[config.mk]
export PLATFORM = sky130hd
export DESIGN_NAME = clk_crossing_top_flat
export DESIGN_NICKNAME = d
export VERILOG_FILES = /design/src/rtl/clk_cross_pkg.sv /design/src/rtl/clk_crossing_if.sv /design/src/rtl/clk_crossing_top.sv /design/src/flat_wrapper.sv
export SDC_FILE = /design/constraint.sdc
export NUM_CORES = 1
export LEC_CHECK = 0
export CAP_MARGIN = 5
export CORE_MARGIN = 3
export CORE_UTILIZATION = 55
export CTS_BUF_LIST = sky130_fd_sc_hd__clkbuf_16
export DETAILED_ROUTE_END_ITERATION = 16
export DONT_BUFFER_PORTS = 1
export PLACE_DENSITY_LB_ADDON = 0.25
export SLEW_MARGIN = 20
export SYNTH_ARGS = -nofsm -noshare
export SYNTH_HDL_FRONTEND = slang
export SYNTH_SLANG_ARGS = --single-unit
export TNS_END_PERCENT = 5
[constraint.sdc]
create_clock -name clk_25mhz -period 2.1 [get_ports clk_25mhz]
set_input_delay 0.21 -clock clk_25mhz [delete_from_list [all_inputs] [get_ports clk_25mhz]]
set_output_delay 0.21 -clock clk_25mhz [all_outputs]
set_load 0.005 [all_outputs]
[src/rtl/clk_cross_pkg.sv]
// Shared definitions for the FIFO-to-BRAM mailbox bridge: the FSM state
// type, the BRAM word map and the helpers that build the two word formats.
package clk_cross_pkg;

  localparam int DATA_W  = 8;
  localparam int BRAM_DW = DATA_W + 1;
  localparam int BRAM_AW = 2;

  // BRAM map: word 0 is the control word, words 1..3 are rotating data slots.
  localparam logic [BRAM_AW-1:0] CTRL_ADDR  = 2'd0;
  localparam logic [BRAM_AW-1:0] SLOT_FIRST = 2'd1;
  localparam logic [BRAM_AW-1:0] SLOT_LAST  = 2'd3;

  // Control word fields: bit0 is the far-side request, bits[2:1] the last
  // slot written by this block. Data words carry a valid flag above the byte.
  localparam int REQ_BIT       = 0;
  localparam int CTRL_SLOT_LSB = 1;
  localparam int CTRL_SLOT_MSB = 2;
  localparam int VALID_BIT     = 8;

  typedef enum logic [2:0] {
    ST_IDLE,
    ST_RD_CTRL,
    ST_WAIT,
    ST_CHECK,
    ST_POP,
    ST_CAPTURE,
    ST_WR_DATA,
    ST_WR_CTRL
  } state_e;

  // Slot pointer sequence 1 -> 2 -> 3 -> 1; slot 0 is the control word.
  function automatic logic [BRAM_AW-1:0] next_slot(input logic [BRAM_AW-1:0] slot);
    return (slot == SLOT_LAST) ? SLOT_FIRST : slot + 2'd1;
  endfunction

  // Control word announcing the slot just written; REQ is written as 0,
  // which is how the far side's request gets consumed.
  function automatic logic [BRAM_DW-1:0] ctrl_word(input logic [BRAM_AW-1:0] slot);
    logic [BRAM_DW-1:0] w;
    w = '0;
    w[CTRL_SLOT_MSB:CTRL_SLOT_LSB] = slot;
    return w;
  endfunction

  // Data slot word: valid flag set above the payload byte.
  function automatic logic [BRAM_DW-1:0] data_word(input logic [DATA_W-1:0] b);
    logic [BRAM_DW-1:0] w;
    w = '0;
    w[VALID_BIT] = 1'b1;
    w[DATA_W-1:0] = b;
    return w;
  endfunction

endpackage

[src/rtl/clk_crossing_if.sv]
// Bundle of the FIFO read side and BRAM port A seen by the bridge.
// master = the bridge; slave = the FIFO/BRAM side driving read data.
interface clk_crossing_if;
  import clk_cross_pkg::*;

  logic [DATA_W-1:0]  fifo_din;
  logic               fifo_ready;
  logic               rd_en;
  logic [BRAM_AW-1:0] bram_addra;
  logic [BRAM_DW-1:0] bram_dina;
  logic               bram_wea;
  logic [BRAM_DW-1:0] bram_douta;

  modport master (
    input  fifo_din,
    input  fifo_ready,
    input  bram_douta,
    output rd_en,
    output bram_addra,
    output bram_dina,
    output bram_wea
  );

  modport slave (
    output fifo_din,
    output fifo_ready,
    output bram_douta,
    input  rd_en,
    input  bram_addra,
    input  bram_dina,
    input  bram_wea
  );

endinterface

[src/rtl/clk_crossing_top.sv]
// FIFO-to-BRAM mailbox bridge. Polls the REQ bit of the BRAM control word;
// when the far side asks for data and the FIFO is non-empty, pops one byte,
// writes it to the next rotating data slot and then rewrites the control
// word with that slot number (clearing REQ). All outputs are registered:
// each output register is loaded with the value belonging to the state the
// FSM is entering, so outputs are valid throughout that state's cycle.
module clk_crossing_top
  import clk_cross_pkg::*;
(
  input  logic         clk_25mhz,
  input  logic         rst,
  clk_crossing_if.master bus
);

  state_e             state_q, state_d;
  logic [BRAM_AW-1:0] slot_q, slot_d;
  logic [DATA_W-1:0]  byte_q, byte_d;
  logic [BRAM_AW-1:0] addra_q, addra_d;
  logic [BRAM_DW-1:0] dina_q, dina_d;
  logic               wea_q, wea_d;
  logic               rd_en_q, rd_en_d;

  // Only the REQ bit of the read-back control word matters here.
  logic unused_douta;
  assign unused_douta = &{1'b0, bus.bram_douta[BRAM_DW-1:1]};

  // Next-state logic; also captures the FIFO byte and advances the slot.
  always_comb begin
    state_d = state_q;
    slot_d  = slot_q;
    byte_d  = byte_q;
    case (state_q)
      ST_IDLE:    if (bus.fifo_ready) state_d = ST_RD_CTRL;
      ST_RD_CTRL: state_d = ST_WAIT;
      ST_WAIT:    state_d = ST_CHECK;
      // Abort path: no request or FIFO drained -> back to IDLE, which re-polls.
      ST_CHECK:   state_d = (bus.bram_douta[REQ_BIT] && bus.fifo_ready) ? ST_POP : ST_IDLE;
      // From POP onward the transfer is committed regardless of fifo_ready.
      ST_POP:     state_d = ST_CAPTURE;
      ST_CAPTURE: begin
        byte_d  = bus.fifo_din;
        state_d = ST_WR_DATA;
      end
      ST_WR_DATA: state_d = ST_WR_CTRL;
      ST_WR_CTRL: begin
        slot_d  = next_slot(slot_q);
        state_d = ST_IDLE;
      end
      default:    state_d = ST_IDLE;
    endcase
  end

  // Output values for the state being entered; addra holds when not accessing.
  always_comb begin
    addra_d = addra_q;
    dina_d  = '0;
    wea_d   = 1'b0;
    rd_en_d = 1'b0;
    case (state_d)
      ST_RD_CTRL: addra_d = CTRL_ADDR;
      ST_POP:     rd_en_d = 1'b1;
      ST_WR_DATA: begin
        // byte_d, not byte_q: the byte is captured on the same edge.
        addra_d = slot_q;
        dina_d  = data_word(byte_d);
        wea_d   = 1'b1;
      end
      ST_WR_CTRL: begin
        // slot_q still names the slot just written; it advances on exit.
        addra_d = CTRL_ADDR;
        dina_d  = ctrl_word(slot_q);
        wea_d   = 1'b1;
      end
      default: ;
    endcase
  end

  // State, slot pointer, byte register and registered outputs.
  always_ff @(posedge clk_25mhz or negedge rst) begin
    if (!rst) begin
      state_q <= ST_IDLE;
      slot_q  <= SLOT_FIRST;
      byte_q  <= '0;
      addra_q <= '0;
      dina_q  <= '0;
      wea_q   <= 1'b0;
      rd_en_q <= 1'b0;
    end else begin
      state_q <= state_d;
      slot_q  <= slot_d;
      byte_q  <= byte_d;
      addra_q <= addra_d;
      dina_q  <= dina_d;
      wea_q   <= wea_d;
      rd_en_q <= rd_en_d;
    end
  end

  assign bus.bram_addra = addra_q;
  assign bus.bram_dina  = dina_q;
  assign bus.bram_wea   = wea_q;
  assign bus.rd_en      = rd_en_q;

endmodule

[src/flat_wrapper.sv]
// flat-port wrapper written by rule: the top's interface ports become plain ports
module clk_crossing_top_flat import clk_cross_pkg::*;
  (clk_25mhz, rst, bus_fifo_din, bus_fifo_ready, bus_bram_douta, bus_rd_en, bus_bram_addra, bus_bram_dina, bus_bram_wea);
  clk_crossing_if bus_i ();
  input  logic clk_25mhz;
  input  logic rst;
  input wire logic [$bits(bus_i.fifo_din)-1:0] bus_fifo_din;
  input wire logic [$bits(bus_i.fifo_ready)-1:0] bus_fifo_ready;
  input wire logic [$bits(bus_i.bram_douta)-1:0] bus_bram_douta;
  output wire logic [$bits(bus_i.rd_en)-1:0] bus_rd_en;
  output wire logic [$bits(bus_i.bram_addra)-1:0] bus_bram_addra;
  output wire logic [$bits(bus_i.bram_dina)-1:0] bus_bram_dina;
  output wire logic [$bits(bus_i.bram_wea)-1:0] bus_bram_wea;
  assign bus_i.fifo_din = bus_fifo_din;
  assign bus_i.fifo_ready = bus_fifo_ready;
  assign bus_i.bram_douta = bus_bram_douta;
  assign bus_rd_en = bus_i.rd_en;
  assign bus_bram_addra = bus_i.bram_addra;
  assign bus_bram_dina = bus_i.bram_dina;
  assign bus_bram_wea = bus_i.bram_wea;
  clk_crossing_top u_core (.clk_25mhz(clk_25mhz), .rst(rst), .bus(bus_i));
endmodule
==> results of run 1 <==
## per-layer routing
metal,vias up,share of wire,global-route usage
met5,-,0,0
met4,0,0.0066,0.0691
met3,2,0.058,0.0504
met2,16,0.52,0.307
met1,324,0.41,0.211
li1,292,-,-
## sequential cells by signal, summed over array words and instances (netlist names)
register,flops
u_core.bus.bram_wea,1
u_core.bus.rd_en,1
u_core.bus.bram_dina,9
u_core.bus.bram_addra,2
u_core.slot_q,2
u_core.byte_q,8
u_core.state_q,3
## synthesized netlist by cell type, drive strengths merged
library cell / n
dfstp: 1
o32ai: 2
mux2i: 2
nor3: 1
a22oi: 2
a21o: 1
clkbuf: 1
nand4b: 1
inv: 9
dfrtp: 25
o31ai: 2
mux2: 8
and3: 6
o311a: 1
nor2: 5
ha: 7
nand2: 5
o21ai: 2
a21oi: 1
## final cells by class
cell class | count | area (um2)
well taps | 25 | 31.3
fillers | 119 | 546
inverters | 9 | 33.8
flip-flops and latches | 26 | 652
repair buffers | 2 | 30.0
clock inverters | 1 | 30.0
clock buffers | 3 | 75.1
multi-input cells | 46 | 385
## through the flow
step / worst slack, ns / instance area, um2
global route: 0.181 / 1240
detailed placement: 0.301 / 1100
floorplan: 0.496 / 1070
CTS: 0.290 / 1240
global placement: 0.353 / 1100
finish: 0.296 / 1240
## report_power, final
part	internal (uW)	leakage (uW)	switching [uW]	total (uW)
Combinational	285	0.000229	370	655
Clock	379	0.0000511	162	541
Sequential	705	0.000331	124	829
## logic make-up after synthesis
logic type / after synthesis / synth area share
DFF: 26 / 0.607
and+or+nand+nor: 18 / 0.0850
AOI/OAI and AO/OA: 11 / 0.0896
buffers and inverters: 10 / 0.0349
muxes: 10 / 0.102
adders and majority gates: 7 / 0.0815
## cells in the final DEF (no fill, tap or decap)
cell type and instances:
dfstp_2 1, o31ai_1 1, a21o_1 1, buf_12 1
nand4b_1 1, inv_2 2, a22oi_1 2, clkbuf_16 3
mux2_2 8, a21oi_1 1, nand2_1 4, o311a_4 1
nor2_1 5, and3_1 6, o21ai_0 2, dlygate4sd3_1 1
nor3_1 1, inv_1 7, o31ai_2 1, dfrtp_1 25
ha_1 7, o32ai_1 2, nand2_2 1, bufinv_16 1
mux2i_1 2
## what timing repair did
action	4_1_cts	5_1_grt
buffers inserted	0	0
hold buffers	2	0
hold endpoints to repair	26	0
## worst reg2reg max path: cells and delay by family (launching register included)
| family | cells | cell delay, ns |
|---|---|---|
| adder cells (fa/ha/maj) | 1 | 0.23 |
| buffers and inverters | 2 | 0.21 |
| AO/OA/AOI/OAI | 4 | 0.85 |
| flip-flops | 1 | 0.42 |
## worst max-delay path by stage
stage	start	end	slack (ns)	cells past startpoint
6_report	u_core.state_q[0]	u_core.bus.bram_addra[1]	0.30	7
3_3_place_gp	u_core.state_q[0]	u_core.bus.bram_addra[1]	0.35	7
3_5_place_dp	u_core.state_q[0]	u_core.bus.bram_addra[1]	0.30	7
2_1_floorplan	u_core.state_q[0]	u_core.bus.bram_addra[0]	0.50	7
5_1_grt	u_core.state_q[0]	u_core.bus.bram_addra[1]	0.18	7
4_1_cts	u_core.state_q[0]	u_core.bus.bram_addra[1]	0.29	7
==> results.json, run 1 <==
{
  "cts_resized": 0,
  "ys_seq_area_frac": 0.607,
  "grt_max_degree": 27,
  "tightest_slew_ns": 0.435,
  "grt_pass1_wl_um": 3240,
  "path_cells": "inv_1, ha_1, o31ai_2, o311a_4, inv_2, a21o_1, o32ai_1",
  "area_delta_synth_final_pct": 15.1,
  "slew_violations": 0,
  "synth.area.top_cells": "dfrtp_1 (58%), mux2_2 (8.4%), ha_1 (8.1%)",
  "dp_hpwl_um": 1340,
  "syn_area_um2": 1070,
  "worst_r2r_path_depth": 7,
  "first_iter_violations": 2,
  "holdWs_ns": 0.116,
  "start_kind": "flop",
  "period_minus_slack_ns": 1.80,
  "ys_ff_latch": 26,
  "pin_count": 33,
  "r2r-end": "u_core.bus.bram_addra[1]",
  "cts_buffers": 3,
  "h-tree-depth": 1,
  "cp_slowest_stage_delay_ns": 0.42,
  "min_from": "bus_fifo_din[7]",
  "grt_pass1_vias": 655,
  "antenna_found_initial": 0,
  "drive_gt1_frac": 0.218,
  "finalPower_uw": 2030,
  "viasPerCell": 5.66,
  "cp_data_arrival_time_ns": 1.96,
  "grt_usage": 0.179,
  "cts_tree": "yes",
  "core-area_um2": 1780,
  "fin_crit_sh": 0.859,
  "synth.distinct_cells": 22,
  "portBuffers": 0,
  "clk_latency_ns": 0.26,
  "synth_top_area_share": 0.582,
  "die-area_um2": 2520,
  "diodes": 0,
  "tns_ns": 0,
  "dp_cells": 106,
  "cp_max_fo": 9,
  "cts_buffer_depth": 2,
  "p_leak_uw": 0.000611,
  "initial_core_util": 0.603,
  "drc_errors": 0,
  "ys_warn_count": 0,
  "final_cells": 112,
  "drt_wl_total_um": 1970,
  "max_freq_ghz": 0.554,
  "worst-path-buf-inv": 2,
  "ant_nets": 0,
  "cp_slowest_cell": "dfrtp_1",
  "yosysTopAreaCell": "dfrtp_1",
  "rsz0062_at_grt": "false",
  "finalClockSkew_ns": 0.00438,
  "setup_viol_count_final": 0,
  "outcome": "finished, final reports clean",
  "synth_fp_nets": 109,
  "ir_worst_vdd_v": 0.000926,
  "whs_path_depth": 1,
  "end_kind": "flop",
  "dr.pass1.iters": 3,
  "num_rows": 15,
  "utilization": 0.694,
  "synth_cells": 82,
  "r2r-start": "u_core.state_q[0]",
  "r2r_setup_slack_ns": 0.30,
  "root_buffer": "clkbuf_16",
  "critPathKind": "flop to flop",
  "finalHoldViolations": 0,
  "syn_avg_cell_area_um2": 13.1,
  "path_clk_slew_ns": 0.06,
  "wl_per_cell_um": 17.6,
  "critPathRequiredTime_ns": 2.25,
  "cap_violations": 0,
  "gp_congestion": 0.732,
  "cts_sinks": 26,
  "hp-class": "primary input to flop",
  "die_x_um": 50.2,
  "final_nets": 115,
  "gr-total-overflow": 0,
  "die_h_um": 50.2,
  "vias": 634,
  "relSlewSlack": 0.710,
  "crit_family": "compound AO/OA/AOI/OAI gates",
  "hold_end": "u_core.byte_q[7]",
  "power.density_nw_per_um2": 1640
}
No activity file was read; power rests on OpenSTA's default activity.
==> run 2: changes to the inputs <==
CAP_MARGIN = default   (was 5)
CTS_CLUSTER_SIZE = 25   (was default)
PLACE_DENSITY = 0.78   (was default)
PLACE_DENSITY_LB_ADDON = default   (was 0.25)
==> run 2 against run 1 <==
  * Register-to-register slack gained 0.02 ns
  * Critical endpoint is now u_core.bus.bram_addra[0]
  * Largest cell class unchanged
  * Cell count stayed put
  * Clock-buffer cell count did not move
  * Critical path depth stayed put
  * Worst setup slack improved by 0.020 ns
  * Largest power group unchanged
  * Total power shrank 0.74%
  * Clock skew fell by 0.0020 ns
  * First-iteration DRC count rose to 3.5 times the previous value
  * Sequential share of layout area unchanged
==> results.json, run 2 (same netlist as run 1, synthesis figures left out) <==
{
  "outcome": "finished, final reports clean",
  "grtUsageMet1": 0.201,
  "p_sw_uw": 640,
  "grt_usage": 0.157,
  "cts_resized": 0,
  "root_buffer": "clkbuf_16",
  "diodes": 0,
  "p_seq_frac": 0.406,
  "cp_max_fo": 9,
  "setup_viol_count_final": 0,
  "p_int_uw": 1370,
  "cts_buffers": 3,
  "hp-class": "primary input to flop",
  "die_x_um": 50.2,
  "gr-total-overflow": 0,
  "area_delta_synth_final_pct": 15.1,
  "grt_pass1_vias": 628,
  "holdWs_ns": 0.113,
  "critPathRequiredTime_ns": 2.26,
  "largest_reg_flops": 9,
  "final_nets": 115,
  "layout_commonest_cell": "dfrtp_1",
  "tns_ns": 0,
  "vias": 613,
  "p_sw_frac": 0.319,
  "power.density_nw_per_um2": 1620,
  "die_h_um": 50.2,
  "final_cells": 112,
  "multi_input_area_um2": 385,
  "ff_latch_area_um2": 652,
  "crit_family": "compound AO/OA/AOI/OAI gates",
  "clk_latency_ns": 0.26,
  "cts_buffer_depth": 2,
  "path_cells": "inv_1, ha_1, o31ai_2, o311a_4, inv_2, a21o_1, o32ai_1",
  "num_rows": 15,
  "met3_usage": 0.0445,
  "relSlewSlack": 0.711,
  "finalHoldViolations": 0,
  "antenna_found_initial": 0,
  "viasPerCell": 5.47,
  "portBuffers": 0,
  "gp_congestion": 0.775,
  "initial_core_util": 0.603,
  "slew_violations": 0,
  "die-area_um2": 2520,
  "dr.pass1.iters": 4,
  "post_cts_buffers": 0,
  "end_kind": "flop",
  "max_freq_ghz": 0.560,
  "busiest_layer": "met2",
  "drive_gt1_frac": 0.218,
  "p_leak_uw": 0.000611,
  "period_minus_slack_ns": 1.78,
  "grt_pass1_wl_um": 2920,
  "drt_wl_total_um": 1740,
  "first_iter_violations": 7,
  "grt_max_degree": 27,
  "fillers": 128,
  "holdBufCountCts": 2,
  "worst-path-buf-inv": 2,
  "tightest_slew_ns": 0.429,
  "path_clk_slew_ns": 0.06,
  "cp_slowest_stage_delay_ns": 0.42,
  "fin_crit_sh": 0.850,
  "ant_nets": 0,
  "finalClockSkew_ns": 0.00238,
  "cp_data_arrival_time_ns": 1.94,
  "final_cell_mix": "dfrtp_1 (25), mux2_2 (8), inv_1 (7), ha_1 (7), and3_1 (6)",
  "cts_sinks": 26,
  "cp_slowest_cell": "dfrtp_1",
  "critPathKind": "flop to flop",
  "rsz0062_at_grt": "false",
  "dp_hpwl_um": 1200,
  "h-tree-depth": 1,
  "drc_errors": 0,
  "use_met2": 0.248,
  "clockPowerShare": 0.272,
  "cap_violations": 0,
  "core-area_um2": 1780,
  "power_frac_comb": 0.322,
  "ir_worst_vdd_v": 0.000737,
  "dp_cells": 106,
  "start_kind": "flop",
  "wl_per_cell_um": 15.5,
  "cts_tree": "yes",
  "pin_count": 33
}
## run 2: cell counts in the layout (fill, tap and decap cells not counted)
No cell type changed its count.
## run 2: final timing paths
check	slack, ns	depth (start not counted)	endpoint	start
setup / recovery	0.32	7	u_core.bus.bram_addra[0]	u_core.state_q[0]
hold / removal	0.11	1	u_core.byte_q[5]	bus_fifo_din[5]
setup reg to reg	0.32	7	u_core.bus.bram_addra[0]	u_core.state_q[0]
hold reg to reg	0.49	1	u_core.byte_q[5]	u_core.byte_q[5]
max in group asynchronous	1.50	2	u_core.slot_q[0]	rst
min in group asynchronous	0.38	2	u_core.byte_q[4]	rst
## run 2: final cells by class
type / count / area share
timing repair buffer: 2 / 0.0243
clock buffer: 3 / 0.0607
tap: 25 / 0.0253
inverter: 9 / 0.0273
multi-input combinational: 46 / 0.311
clock inverter: 1 / 0.0243
sequential: 26 / 0.527
## run 2: worst reg2reg max path: stages, from the launching register on
cell and delay (ns):
dfrtp_1 0.42, inv_1 0.10, ha_1 0.23, o31ai_2 0.26
o311a_4 0.28, inv_2 0.09, a21o_1 0.19, o32ai_1 0.13
## run 2: through the flow
step	area, um2	util	setup slack, ns	power, uW
global route	1240	0.694	0.200	2140
finish	1240	0.694	0.316	2010
detailed placement	1100	0.618	0.324	1450
floorplan	1070	-	0.496	1310
CTS	1240	0.694	0.304	2020
global placement	1100	0.618	0.362	1420
## run 2: layer usage
metal | share of wire | up-vias
met2 | 0.49 | 16
li1 | - | 288
met5 | 0 | -
met3 | 0.048 | 2
met1 | 0.45 | 307
met4 | 0.0075 | 0
## run 2: power by group through the flow
stage / clock (uW) / combinational, uW / sequential, uW
after floorplan: 0 / 509 / 798
after global placement: 0 / 601 / 818
after detailed placement: 0 / 623 / 828
after CTS: 549 / 648 / 822
after global routing: 575 / 722 / 842
final: 547 / 647 / 816
==> run 3: changes to the inputs <==
CORE_UTILIZATION = 54   (was 55)
PLACE_DENSITY = 0.8   (was 0.78)
clock period = 1.52 ns   (was 2.1 ns; I/O delays follow)
==> run 3 against run 2 <==
  * The flow now finishes with violations (setup timing)
  * First-iteration DRC count is 57% higher
  * Non-clock buffer count rose by 7
  * Critical path depth stayed put
  * Total power grew 50%
  * Critical endpoint is now u_core.bus.bram_addra[1]
==> results.json, run 3 (same netlist as run 1, synthesis figures left out) <==
{
  "initial_core_util": 0.597,
  "cts_buffer_depth": 2,
  "cts_tree": "yes",
  "finalClockSkew_ns": 0.00165,
  "layout_commonest_cell": "dfrtp_1",
  "drc_errors": 0,
  "num_rows": 15,
  "ir_worst_vdd_v": 0.00109,
  "cp_slowest_cell": "dfrtp_2",
  "fin_crit_sh": 1.03,
  "die_h_um": 50.6,
  "cts_sinks": 26,
  "tightest_slew_ns": 0.296,
  "setup_slack_ns": -0.0430,
  "dr.pass1.iters": 4,
  "grt_pass1_vias": 751,
  "max_freq_ghz": 0.640,
  "end_kind": "flop",
  "final_nets": 122,
  "cp_slowest_stage_delay_ns": 0.43,
  "drive_gt1_frac": 0.383,
  "viasPerCell": 5.66,
  "die-area_um2": 2560,
  "finalPower_uw": 3020,
  "crit_top_cell": "inv_4",
  "wl_per_cell_um": 18.7,
  "core-area_um2": 1800,
  "dp_hpwl_um": 1380,
  "antenna_found_initial": 0,
  "die_x_um": 50.6,
  "use_met2": 0.383,
  "power.density_nw_per_um2": 2260,
  "utilization": 0.744,
  "slew_violations": 0,
  "finalHoldViolations": 0,
  "largest_reg_flops": 9,
  "drt_wl_total_um": 2230,
  "root_buffer": "clkbuf_16",
  "tns_ns": -0.0784,
  "critPathRequiredTime_ns": 1.68,
  "path_cells": "inv_4, ha_4, o31ai_4, o311a_4, inv_4, a21o_1, o32ai_2",
  "gp_congestion": 0.695,
  "r2r-start": "u_core.state_q[0]",
  "ant_nets": 0,
  "portBuffers": 0,
  "cap_violations": 0,
  "final_cell_mix": "dfrtp_1 (23), mux2_2 (8), buf_4 (7)",
  "relSlewSlack": 0.802,
  "critPathKind": "flop to flop",
  "pin_count": 33,
  "outcome": "finished, violations left",
  "r2r_setup_slack_ns": -0.04,
  "grt_usage": 0.203,
  "hp-class": "primary input to flop",
  "period_minus_slack_ns": 1.56,
  "gr-total-overflow": 0,
  "rsz0062_at_grt": "true",
  "met3_usage": 0.0445,
  "vias": 674,
  "diodes": 0,
  "grt_max_degree": 27,
  "clk_latency_ns": 0.25,
  "grt_pass1_wl_um": 3740,
  "area_delta_synth_final_pct": 24.7,
  "min_from": "bus_fifo_din[0]",
  "cp_max_fo": 9,
  "final_cells": 119,
  "setup_viol_count_final": 2,
  "start_kind": "flop",
  "cts_buffers": 3,
  "grtUsageMet1": 0.220,
  "path_clk_slew_ns": 0.06,
  "first_iter_violations": 11,
  "p_leak_uw": 0.000641,
  "fin_area_um2": 1340,
  "cp_data_arrival_time_ns": 1.72,
  "dp_cells": 113,
  "h-tree-depth": 1,
  "busiest_layer": "met2",
  "place_area_um2": 1190,
  "violations": "setup timing",
  "crit_start": "u_core.state_q[0]"
}
## run 3: cell types whose count changed in the layout (fill, tap and decap cells not counted), sizes merged
cell / change
bufinv: -1
buf: +7
clkinv: +1
## run 3: final timing paths
| check | to | cells after the start |
|---|---|---|
| worst min register to register | u_core.byte_q[1] | 1 |
| worst max-delay path | u_core.bus.bram_addra[1] | 7 |
| min in group asynchronous | u_core.byte_q[0] | 2 |
| max in group asynchronous | u_core.slot_q[0] | 2 |
| worst min-delay path | u_core.byte_q[0] | 1 |
| worst max register to register | u_core.bus.bram_addra[1] | 7 |
## run 3: final cells by class
cell class	count	area (um2)
Clock buffer	3	75.1
Clock inverter	1	3.75
Fill cell	119	462
Inverter	9	41.3
Multi-Input combinational cell	46	452
Sequential cell	26	654
Tap cell	25	31.3
Timing Repair Buffer	9	82.6
## run 3: report_power, final
| part | leakage [uW] | total [uW] | internal [uW] | switching (uW) |
|---|---|---|---|---|
| clock network | 0.0000385 | 566 | 351 | 215 |
| logic | 0.000274 | 1270 | 618 | 649 |
| registers | 0.000329 | 1190 | 980 | 210 |
## run 3: critical path: cells and delay by family (launching register included)
| kind | cells | cell delay, ns |
|---|---|---|
| compound gates | 4 | 0.76 |
| fa+ha+maj | 1 | 0.17 |
| buf+inv | 2 | 0.11 |
| flops | 1 | 0.43 |
## run 3: what timing repair did
| action | in CTS | in global routing |
|---|---|---|
| resized for setup | 6 | 2 |
| pin swaps | 1 | 0 |
| hold buffers | 2 | 0 |
| setup buffers | 0 | 0 |
| gates cloned | 0 | 0 |
| hold endpoints to repair | 26 | 0 |
| setup endpoints to repair | 11 | 11 |
## run 3: stage by stage
| step | hold slack, ns | setup WS [ns] |
|---|---|---|
| after floorplan | -0.144 | -0.0161 |
| final | 0.0618 | -0.0430 |
| after detailed placement | -0.143 | -0.0926 |
| after global routing | 0.0559 | -0.138 |
| after CTS | 0.0589 | -0.0572 |
| after global placement | -0.143 | -0.0696 |
## run 3: routing by layer
metal	part of all wire	up-vias	wire length, um
li1	-	306	-
met1	0.38	343	840
met2	0.56	23	1250
met3	0.053	2	118
met4	0.0076	0	17
met5	0	-	0
